## src/rtl/mem_fill_pkg.sv

```systemverilog
// mem_fill_pkg: shared types and default sizing for the memory fill controller.
//   fill_state_t : controller FSM states
//   DEPTH/AW/DW  : default memory depth, address width and data width
package mem_fill_pkg;

  localparam int DEPTH = 1024;
  localparam int AW    = 10;
  localparam int DW    = 8;

  typedef enum logic [2:0] {
    IDLE,
    FILL,
    FLUSH,
    KICK,
    WAIT
  } fill_state_t;

endpackage

```

## src/rtl/mem_wr_port_reg.sv

```systemverilog
// mem_wr_port_reg: registered memory write stage plus the running write counter.
// Ports:
//   clk, rst              : clock, synchronous active-high reset
//   clear                 : zero the write counter
//   wr_en, wr_data        : accept one byte this cycle
//   mem_we/mem_addr/mem_wdata : registered write port, valid the cycle after wr_en
//   wr_count              : bytes written so far (AW+1 bits so DEPTH fits)
module mem_wr_port_reg #(
  parameter int AW = 10,
  parameter int DW = 8
) (
  input  logic          clk,
  input  logic          rst,
  input  logic          clear,
  input  logic          wr_en,
  input  logic [DW-1:0] wr_data,
  output logic          mem_we,
  output logic [AW-1:0] mem_addr,
  output logic [DW-1:0] mem_wdata,
  output logic [AW:0]   wr_count
);

  always_ff @(posedge clk) begin
    if (rst) begin
      mem_we    <= 1'b0;
      mem_addr  <= '0;
      mem_wdata <= '0;
      wr_count  <= '0;
    end else begin
      mem_we <= wr_en;
      if (clear) begin
        wr_count <= '0;
      end else if (wr_en) begin
        // Address is the pre-increment count; the counter itself may reach
        // DEPTH, but the address never wraps because FILL exits at DEPTH-1.
        mem_addr  <= wr_count[AW-1:0];
        mem_wdata <= wr_data;
        wr_count  <= wr_count + (AW+1)'(1);
      end
    end
  end

endmodule

```

## src/rtl/mem_fill_ctrl.sv

```systemverilog
// mem_fill_ctrl: writer-side controller that fills the data memory from a
// valid/ready byte stream, then kicks the search FSM and waits for it.
// Optional: define FILL_CHECKSUM_EN to add the checksum output (mod 2**DW sum
// of accepted bytes).
// Ports:
//   clk, rst             : clock, synchronous active-high reset
//   fill_start, abort    : begin a fill (IDLE only) / cancel a fill (FILL only)
//   in_valid/in_data/in_ready : input byte stream handshake
//   mem_we/mem_addr/mem_wdata : registered memory write port
//   scan_start/scan_done : start pulse to / completion from the search FSM
//   busy, fill_done      : not-IDLE flag, one-cycle completion pulse
//   wr_count             : bytes written so far, 0..DEPTH
module mem_fill_ctrl #(
  parameter int DEPTH = mem_fill_pkg::DEPTH,
  parameter int AW    = mem_fill_pkg::AW,
  parameter int DW    = mem_fill_pkg::DW
) (
  input  logic          clk,
  input  logic          rst,
  input  logic          fill_start,
  input  logic          abort,
  input  logic          in_valid,
  input  logic [DW-1:0] in_data,
  output logic          in_ready,
  output logic          mem_we,
  output logic [AW-1:0] mem_addr,
  output logic [DW-1:0] mem_wdata,
  output logic          scan_start,
  input  logic          scan_done,
  output logic          busy,
  output logic          fill_done,
  output logic [AW:0]   wr_count
`ifdef FILL_CHECKSUM_EN
  ,
  output logic [DW-1:0] checksum
`endif
);

  import mem_fill_pkg::*;

  localparam logic [AW:0] LAST_IDX = (AW+1)'(DEPTH - 1);

  fill_state_t state, state_nxt;
  logic        hs;
  logic        clear;

  always_ff @(posedge clk) begin
    if (rst) begin
      state     <= IDLE;
      fill_done <= 1'b0;
    end else begin
      state     <= state_nxt;
      fill_done <= (state == WAIT) && scan_done;
    end
  end

  always_comb begin
    state_nxt  = state;
    in_ready   = 1'b0;
    scan_start = 1'b0;
    clear      = 1'b0;
    hs         = 1'b0;
    busy       = (state != IDLE);
    case (state)
      IDLE: begin
        if (fill_start) begin
          clear     = 1'b1;
          state_nxt = FILL;
        end
      end
      FILL: begin
        in_ready = 1'b1;
        // abort suppresses a simultaneous handshake: the byte is dropped
        if (abort) begin
          clear     = 1'b1;
          state_nxt = IDLE;
        end else if (in_valid) begin
          hs = 1'b1;
          if (wr_count == LAST_IDX) state_nxt = FLUSH;
        end
      end
      FLUSH: state_nxt = KICK;
      KICK: begin
        scan_start = 1'b1;
        state_nxt  = WAIT;
      end
      WAIT: begin
        if (scan_done) state_nxt = IDLE;
      end
      default: state_nxt = IDLE;
    endcase
  end

  mem_wr_port_reg #(
    .AW (AW),
    .DW (DW)
  ) u_wr_port (
    .clk       (clk),
    .rst       (rst),
    .clear     (clear),
    .wr_en     (hs),
    .wr_data   (in_data),
    .mem_we    (mem_we),
    .mem_addr  (mem_addr),
    .mem_wdata (mem_wdata),
    .wr_count  (wr_count)
  );

`ifdef FILL_CHECKSUM_EN
  always_ff @(posedge clk) begin
    if (rst) begin
      checksum <= '0;
    end else if ((state == IDLE) && fill_start) begin
      checksum <= '0;
    end else if (hs) begin
      checksum <= checksum + in_data;
    end
  end
`endif

endmodule

```

## config.mk

```make
export PLATFORM = sky130hd
export DESIGN_NAME = mem_fill_ctrl
export DESIGN_NICKNAME = d
export VERILOG_FILES = /design/src/rtl/mem_fill_pkg.sv /design/src/rtl/mem_wr_port_reg.sv /design/src/rtl/mem_fill_ctrl.sv
export SDC_FILE = /design/constraint.sdc
export NUM_CORES = 1
export LEC_CHECK = 0
export CAP_MARGIN = 20
export CORE_ASPECT_RATIO = 1.4
export CORE_UTILIZATION = 41
export DETAILED_ROUTE_END_ITERATION = 8
export PLACE_DENSITY = 0.74
export SKIP_CTS_REPAIR_TIMING = 1
export SLEW_MARGIN = 20
export SYNTH_ARGS = -nofsm -noshare
export SYNTH_HDL_FRONTEND = slang
export SYNTH_SLANG_ARGS = --single-unit
```

## constraint.sdc

```tcl
create_clock -name clk -period 1.6 [get_ports clk]
set_input_delay 0.16 -clock clk [delete_from_list [all_inputs] [get_ports clk]]
set_output_delay 0.16 -clock clk [all_outputs]
set_load 0.005 [all_outputs]
```

== Word-level counts from Yosys, hierarchy flattened ==
Cells that the tools add are included.

* Bits in registers: 34
* Input bits: 14
* Output and inout port bits: 34
* Logic and storage cells: 37

* Add/sub/neg operators: 1
* Equality and inequality tests: 9
* Muxes and demuxes: 14
* Bitwise operators: 1
* Reductions and logical operators: 6

{| class="wikitable"
|+ Operators by type and width
! operator !! number
|-
| $mux W3 || 5
|-
| $pmux W3 S5 || 1
|-
| $add A11 B1 Y11 const B || 1
|-
| $eq A11 B10 Y1 const B || 1
|-
| $mux W1 || 7
|-
| $eq A3 B2 Y1 const B || 2
|-
| $ne A3 B3 Y1 const B || 2
|-
| $ne A2 B2 Y1 const B || 2
|-
| $reduce_and A4 Y1 || 1
|-
| $eq A3 B1 Y1 const B || 1
|-
| $eq A3 B3 Y1 const B || 1
|-
| $logic_not A3 Y1 || 1
|-
| $reduce_bool A3 Y1 || 1
|-
| $pmux W1 S2 || 1
|-
| $reduce_and A2 Y1 || 1
|-
| $reduce_or A2 Y1 || 1
|-
| $logic_and A1 B1 Y1 || 1
|-
| $not A1 Y1 || 1
|}

== Depth between registers and ports, before layout ==
Gate-level depths: netlist of the first run.

* Depth after elaboration: 5
* Depth in mapped cells: 6
* Mapped depth without buffers: 4

== Hierarchy ==
A second synthesis of the first run with hierarchy kept.

* Cell total of the unflattened synthesis: 174
* Area total of the unflattened synthesis: 1460.2 µm²

{| class="wikitable"
|+ By module, submodules not included
! module !! times used !! cells an instance !! area an instance (µm²) !! seq. area each (µm²)
|-
| mem_wr_port_reg || 1 || 139 || 1174.9 || 600.6
|-
| mem_fill_ctrl || 1 || 35 || 285.3 || 80.1
|}

== Least setup slack after synthesis of the first run ==
Ideal clock, no wire load.

* Path kind: register to register
* Start: register state[2]
* End: register u_wr_port.wr_count[9]
* Library setup time: 0.072 ns
* Arrival: 1.642 ns
* Data required time: 1.528 ns
* Path slack: -0.114 ns
* Stages on the path, launching flop included: 7
* Path buffers: 3
* Clock period less this slack: 1.714 ns
* Cells stage by stage: dfxtp_1 > buf_6 > or4b_4 > buf_6 > buf_8 > nor4_2 > mux2i_1

* Cells in the longest elaborated chain, start to end: 3
* Elaborated cells on any way between the ends: 5
* Classes of those cells: 1 x eq/ne; 2 x mux; 2 x reduce/logical

{| class="wikitable"
|+ RTL lines
! item !! line !! RTL
|-
| from (decl) || mem_fill_ctrl.sv:43 || <nowiki>fill_state_t state, state_nxt;</nowiki>
|-
| from (signal assigned) || mem_fill_ctrl.sv:52 || <nowiki>state <= state_nxt;</nowiki>
|-
| $eq A3 B1 Y1 or $logic_not A3 Y1 (tied branches) || mem_fill_ctrl.sv:64 || <nowiki>case (state)</nowiki>
|-
| $pmux W1 S2 || mem_fill_ctrl.sv:64 ||
|-
| $reduce_or A2 Y1 (no line) || n/a ||
|-
| to (signal assigned) || mem_wr_port_reg.sv:38 || <nowiki>wr_count <= wr_count + (AW+1)'(1);</nowiki>
|-
| to (decl) || mem_wr_port_reg.sv:20 || <nowiki>output logic [AW:0] wr_count</nowiki>
|}

Parallel ways exist; a longest one is shown, timed or not.
A chain may end at the register's enable or synchronous reset.

== Worst setup path in the final report of the first run ==
* Start: input abort
* End: register u_wr_port.wr_count[8]

* Cells in the longest elaborated chain, start to end: 3
* Elaborated cells on any way between the ends: 5
* Classes of those cells: 4 x mux; 1 x reduce/logical

{| class="wikitable"
|+ RTL lines
! item !! line !! RTL
|-
| from (decl) || mem_fill_ctrl.sv:21 || <nowiki>input logic abort,</nowiki>
|-
| $mux W1 || mem_fill_ctrl.sv:74 || <nowiki>if (abort) begin</nowiki>
|-
| $pmux W1 S2 || mem_fill_ctrl.sv:64 ||
|-
| $reduce_or A2 Y1 (no line) || n/a ||
|}

Parallel ways exist; a longest one is shown, timed or not.

==> results.md, run 1 <==
* Outcome: completed
* Post-Syn Nets at 203
* RSZ-0062 raised after global routing: true
* Drt drc at 0
* Worst Hold Class: in -> reg
* Area leader, netlist: dfxtp_1
* Routability cong. at just over 0.8
* Worst endpoint required time at 1.82 ns
* Worst-path clk slew at roughly 0.070 ns
* Sequential-to-total area share from yosys stat at 0.4331
* Maximum fanout along the worst path at 14
* Setup crit start kind: input port
* Top cell type's share of synthesized area at 0.4331
* Static Leak at ~0.0009 uW
* H-Tree Depth at 2
* Core box area at 3643 um^2
* TritonCTS clock tree: done
* CP peak stage delay at about 0.63 ns
* Number of global-route vias before repair at 1,424
* Cell count after synthesis at ~190
* Yosys Warn Count at 0
* CP Cell Sequence: clkdlybuf4s50_1, or4b_4, or4_1, a21oi_1
* Post-DP HPWL at 2968 um
* Top post-synthesis cells by area: dfxtp_1 (43%), o21ai_0 (10%), a21oi_1 (8.0%)
* Setup Skew at 0.004167 ns
* Initial antenna violation count at 0
* Fmax achieved at about 630 MHz
* Initial drt markers at 32
* Cell Pwr Density at approximately 700 nW/um^2
* TritonCTS Buffers at 5
* Num ports at 48
* Seq pwr share at 0.524
* GRT Overall Usage at 0.2144
* CTS Sinks at 34
* Setup CP Type: in -> reg
* PnR worst setup slack at 0.008824 ns
* Slew @ Worst Pin at 0.3243 ns
* Final period util at 0.9945
* Die Wd at 54.33 um
* Slowest cell on crit path: or4b_4
* Psw at roughly 400 uW
* Clock power share at 0.358
* Die footprint at about 4100 um^2
* DRT antenna net count at 0
* Worst EP arrival at ~1.8 ns
* Final hold vios at 0
* Worst skew pair latency at 0.29 ns
* CTS root buffer: clkbuf_8
* Quantity of I/O buffers inserted on ports at 47
* CTS max path bufs at 2
* Slew HR at 0.7818
* VDD IR max at around 0.00057 V
* Comb power frac at 0.118
* Initial Utilization at 0.4313
* Layout cells sized above 1 at 0.2054
* Layout net count at between 200 and 300
* N_diodes at 0
* Most common cell after layout, fill and taps aside: clkdlybuf4s50_1
* Grt ovf at 0
* Final Max Slew Viols at 0
* Most frequent cells in the layout: clkdlybuf4s50_1 (44), buf_4 (32), o21ai_0 (31), dfxtp_1 (30), a21oi_1 (25)
* Dpl ws at -0.2738 ns
* Avg Cell Area, Syn at roughly 8.4 um^2
* Area Growth Syn to Fin at 51.99%
* Die height at between 70 and 80 um
* Via-per-instance ratio at about 5.6
* Netlist cell types at 33
* Cell Rows at 26
* Minimum clock period at ~1.6 ns
* Cell Area, Synth at between 1500 and 2000 um^2
* Kind of cell adding the most delay to the critical path: simple AND/OR/NAND/NOR gates
* CP endpoint kind: register
* Switching share of total power at 0.2407
* Final cell count without fillers at 300
* Drt first pass iters at 4
* Max_cap viols at 0
* WL/cell at about 14 um
* Buffers and inverters on the worst path at 1
* Inst Count DP at 292
* First-pass GRT wire length at around 6300 um
* Final setup fails at 0
* Largest net degree at the start of global routing at 25
* Fill cell count at around 320
* Total routed wirelength at 4055 um
* Via count at roughly 1,700
* Internal cell power at about 1200 uW
* Synthesized flop and latch total at 34
layout make-up:
class | count | area [um^2] | share of cell area
Multi-Input combinational cell | 134 | 814.5 | 0.3410
Timing Repair Buffer | 81 | 749.5 | 0.3138
Sequential cell | 34 | 685.7 | 0.2871
Clock buffer | 5 | 68.82 | 0.02881
Tap cell | 42 | 52.55 | 0.02200
Clock inverter | 2 | 10.01 | 0.004191
Inverter | 2 | 7.507 | 0.003143
synth_stat cells:
cell / n
nor4b_1: 1
o21bai_1: 1
o21ai_0: 32
or4b_1: 1
or4_1: 3
buf_6: 2
a21oi_1: 25
or3_1: 5
clkbuf_1: 14
o31ai_1: 3
nand3_1: 20
ha_1: 1
mux2i_1: 5
buf_1: 1
a211oi_1: 1
nor2_1: 6
nand4_1: 6
nor4_2: 1
or2_2: 1
nor4_4: 1
inv_1: 2
nand2b_1: 2
nor3_1: 2
or4b_4: 1
a31oi_1: 1
and4_1: 1
nor3b_1: 1
and3b_2: 1
buf_8: 1
dfxtp_1: 34
nor2b_1: 4
nor4_1: 3
nand2_1: 5
worst register-to-register path, stage by stage (launching register included):
cell and delay [ns]:
dfxtp_2 0.33, or4b_4 0.59, or4_1 0.44, a21oi_1 0.14
power groups by stage:
stage                     Combinational [uW]  Sequential (uW)  Clock [uW]
after floorplan                         87.1              878           0
after global placement                   190              878           0
after detailed placement                 194              878           0
after CTS                                194              859         607
after global routing                     211              860         638
final                                    193              860         588
per-layer routing:
layer  global-route usage  up-vias  share of wire
met1               0.2540      793           0.41
met2               0.3469       52           0.52
met3              0.05051        9          0.039
li1                     -      832              -
met5                    0        -              0
met4               0.1197        0          0.026
flip-flops by register name (all words and copies together), names as in the netlist:
signal,count
state,3
u_wr_port.mem_addr,10
u_wr_port.wr_count,11
fill_done,1
u_wr_port.mem_wdata,8
u_wr_port.mem_we,1
stage by stage:
stage	util	total power, uW	setup TNS [ns]	cell area, um^2	hold WS, ns
3_5_place_dp	0.6253	1073	-6.174	2278	0.4676
2_1_floorplan	-	965.5	-0.04551	1584	0.3002
4_1_cts	0.6470	1661	-0.2795	2357	0.4209
6_report	0.6556	1641	0	2389	0.4284
5_1_grt	0.6556	1709	-0.07879	2389	0.4518
3_3_place_gp	0.6253	1068	-5.561	2278	0.4629
logic make-up (layout without fill, tap and decap cells):
group,count (synthesis),in the layout,synth area share
buffers and inverters,20,90,0.06449
muxes,5,5,0.03185
adders and majority gates,1,1,0.007961
DFF,34,34,0.4331
and+or+nand+nor,65,65,0.2532
AOI/OAI and AO/OA,63,63,0.2094
path summary, 6_finish.rpt:
check                                                            to  cells after the start  slack [ns]                           startpoint
worst max-delay path             u_wr_port.wr_count[8]$_SDFFE_PP0P_                      4       0.009                                abort
worst min-delay path                           fill_done$_SDFF_PP0_                      3        0.43                            scan_done
worst max register to register   u_wr_port.wr_count[8]$_SDFFE_PP0P_                      3        0.04                state[1]$_SDFFE_PP0P_
worst min register to register  u_wr_port.mem_wdata[5]$_SDFFE_PP0P_                      2        0.47  u_wr_port.mem_wdata[5]$_SDFFE_PP0P_
Note: power is estimated with default switching activity, not from simulation.
==> run 2: changes to the inputs <==
--- a/config.mk
+++ b/config.mk
@@ -11,7 +11,7 @@
 export DETAILED_ROUTE_END_ITERATION = 8
 export PLACE_DENSITY = 0.74
 export SKIP_CTS_REPAIR_TIMING = 1
-export SLEW_MARGIN = 20
+export SLEW_MARGIN = 0
 export SYNTH_ARGS = -nofsm -noshare
 export SYNTH_HDL_FRONTEND = slang
 export SYNTH_SLANG_ARGS = --single-unit
==> results of run 2 <==
Final layout, timing and power as in run 1 (identical DEF).
==> run 3: changes to the inputs <==
--- a/config.mk
+++ b/config.mk
@@ -15,3 +15,4 @@
 export SYNTH_ARGS = -nofsm -noshare
 export SYNTH_HDL_FRONTEND = slang
 export SYNTH_SLANG_ARGS = --single-unit
+export TNS_END_PERCENT = 30
==> run 3 against run 2 <==
Net effect:
- the flow now finishes with violations (setup timing)
- critical path depth decreased by 1
- combinational power about the same
- die area unchanged
- worst hold slack got worse by 0.0039 ns
- clock power increased by 30%
- cell count decreased by 1.0%
- clock skew increased by 0.0047 ns
- first-iteration DRC count increased by 91%
- critical path type is now reg -> reg
- largest power group unchanged
- highest routed layer unchanged
==> results.md, run 3 (synthesized netlist as in run 1, its figures left out) <==
* Clock power share at 0.421
* CTS Sinks at 34
* Max reg flops at 11
* Worst-path clk slew at ~0.060 ns
* Outcome: complete, but fails checks
* Slowest cell on crit path: or4b_4
* Static Leak at around 0.0009 uW
* Cell Pwr Density at about 760 nW/um^2
* Setup CP Type: reg -> reg
* Worst EP arrival at 1.83 ns
* Initial Utilization at 0.4313
* Grt ovf at 0
* CTS root buffer: clkbuf_8
* Power, Total at roughly 1800 uW
* Final period util at 1.010
* WL/cell at roughly 13 um
* Drt drc at 0
* Internal cell power at about 1400 uW
* Buffers and inverters on the worst path at 0
* Layout cells sized above 1 at 0.2000
* Worst skew pair latency at around 0.29 ns
* Slew @ Worst Pin at around 0.34 ns
* Post-DP HPWL at around 2900 um
* Most flop-heavy register: u_wr_port.wr_count
* Inst Count DP at 289
* Via-per-instance ratio at roughly 5.5
* Final Max Slew Viols at 0
* Dpl ws at -0.2538 ns
* Worst Hold Class: in -> reg
* TritonCTS clock tree: done
* Die Wd at about 54 um
* Setup Skew at a little under 0.009 ns
* Setup crit start kind: register
* First-pass GRT wire length at between 6000 and 7000 um
* Most common cell after layout, fill and taps aside: clkdlybuf4s50_1
* Psw at 403.7 uW
* Quantity of I/O buffers inserted on ports at between 40 and 50
* Die height at roughly 75 um
* Fmax achieved at slightly above 600 MHz
* Minimum clock period at approximately 1.6 ns
* TritonCTS Buffers at 5
* Area Growth Syn to Fin at 52.47%
* PnR worst setup slack at -0.01646 ns
* Num ports at 48
* Initial drt markers at slightly above 60
* Via count at about 1,600
* Switching share of total power at 0.2224
* H-Tree Depth at 2
* Final setup fails at 2
* Worst endpoint required time at 1.81 ns
* RSZ-0062 raised after global routing: true
* DRT antenna net count at 0
* Final core utilization at 0.6576
* Routability cong. at ~0.79
* CTS max path bufs at 2
* GRT Overall Usage at 0.2171
* Kind of cell adding the most delay to the critical path: simple AND/OR/NAND/NOR gates
* Number of global-route vias before repair at roughly 1,400
* Final hold vios at 0
* Most frequent cells in the layout: clkdlybuf4s50_1 (44), o21ai_0 (31), dfxtp_1 (30), buf_4 (27), a21oi_1 (25)
* Failing checks: setup timing
* Layout net count at around 270
* Largest net degree at the start of global routing at 17
* Seq pwr share at 0.474
* Drt first pass iters at 4
* Biggest regs: u_wr_port.wr_count (11), u_wr_port.mem_addr (10), u_wr_port.mem_wdata (8)
* Initial antenna violation count at 0
* Total routed wirelength at about 4000 um
* Die footprint at between 4000 and 5000 um^2
* Core box area at around 3600 um^2
* CP Cell Sequence: or4b_4, or4_1, a21oi_1
* VDD IR max at ~0.00064 V
* Max_cap viols at 0
* Cell Rows at 26
* CP endpoint kind: register
* Slew HR at 0.7729
* Comb power frac at 0.105
* Maximum fanout along the worst path at 16
* CP peak stage delay at roughly 0.64 ns
* N_diodes at 0
* Final cell count without fillers at slightly below 300
-- run 3: worst paths after layout --
kind,start,endpoint,slack (ns),cells past startpoint
min,scan_done,fill_done$_SDFF_PP0_,0.42,3
min reg2reg,u_wr_port.mem_addr[8]$_SDFFE_PP0P_,u_wr_port.mem_addr[8]$_SDFFE_PP0P_,0.48,2
max reg2reg,state[2]$_SDFFE_PP0P_,u_wr_port.wr_count[6]$_SDFFE_PP0P_,-0.02,3
max,state[2]$_SDFFE_PP0P_,u_wr_port.wr_count[6]$_SDFFE_PP0P_,-0.02,3
-- run 3: worst reg2reg max path: stages (launching register included) --
cell and delay, ns:
dfxtp_2 0.33, or4b_4 0.64, or4_1 0.43, a21oi_1 0.15
-- run 3: layout make-up --
cell class	count	area [um^2]
Inverter	2	7.507
Clock inverter	3	40.04
Clock buffer	5	68.82
Fill cell	318	1247
Timing Repair Buffer	77	723.2
Tap cell	42	52.55
Sequential cell	34	685.7
Multi-Input combinational cell	134	818.3
-- run 3: layer usage --
| layer | share of wire | GRT usage |
|---|---|---|
| met1 | 0.43 | 0.2587 |
| met2 | 0.52 | 0.3672 |
| met3 | 0.035 | 0.05051 |
| met4 | 0.017 | 0.08547 |
| met5 | 0 | 0 |
-- run 3: power by group through the flow --
stage                     clock, uW  combinational, uW  sequential (uW)
after detailed placement          0                189              878
after CTS                       780                190              859
after floorplan                   0               87.0              878
after global placement            0                187              878
final                           764                191              860
after global routing            825                208              860
-- run 3: metrics by stage --
step	setup TNS (ns)	area (um^2)	hold slack (ns)
detailed placement	-4.592	2253	0.4711
global placement	-3.954	2253	0.4602
finish	-0.03091	2396	0.4246
floorplan	-0.3002	1580	0.3002
CTS	-0.3656	2362	0.4213
global route	-0.2781	2396	0.4394
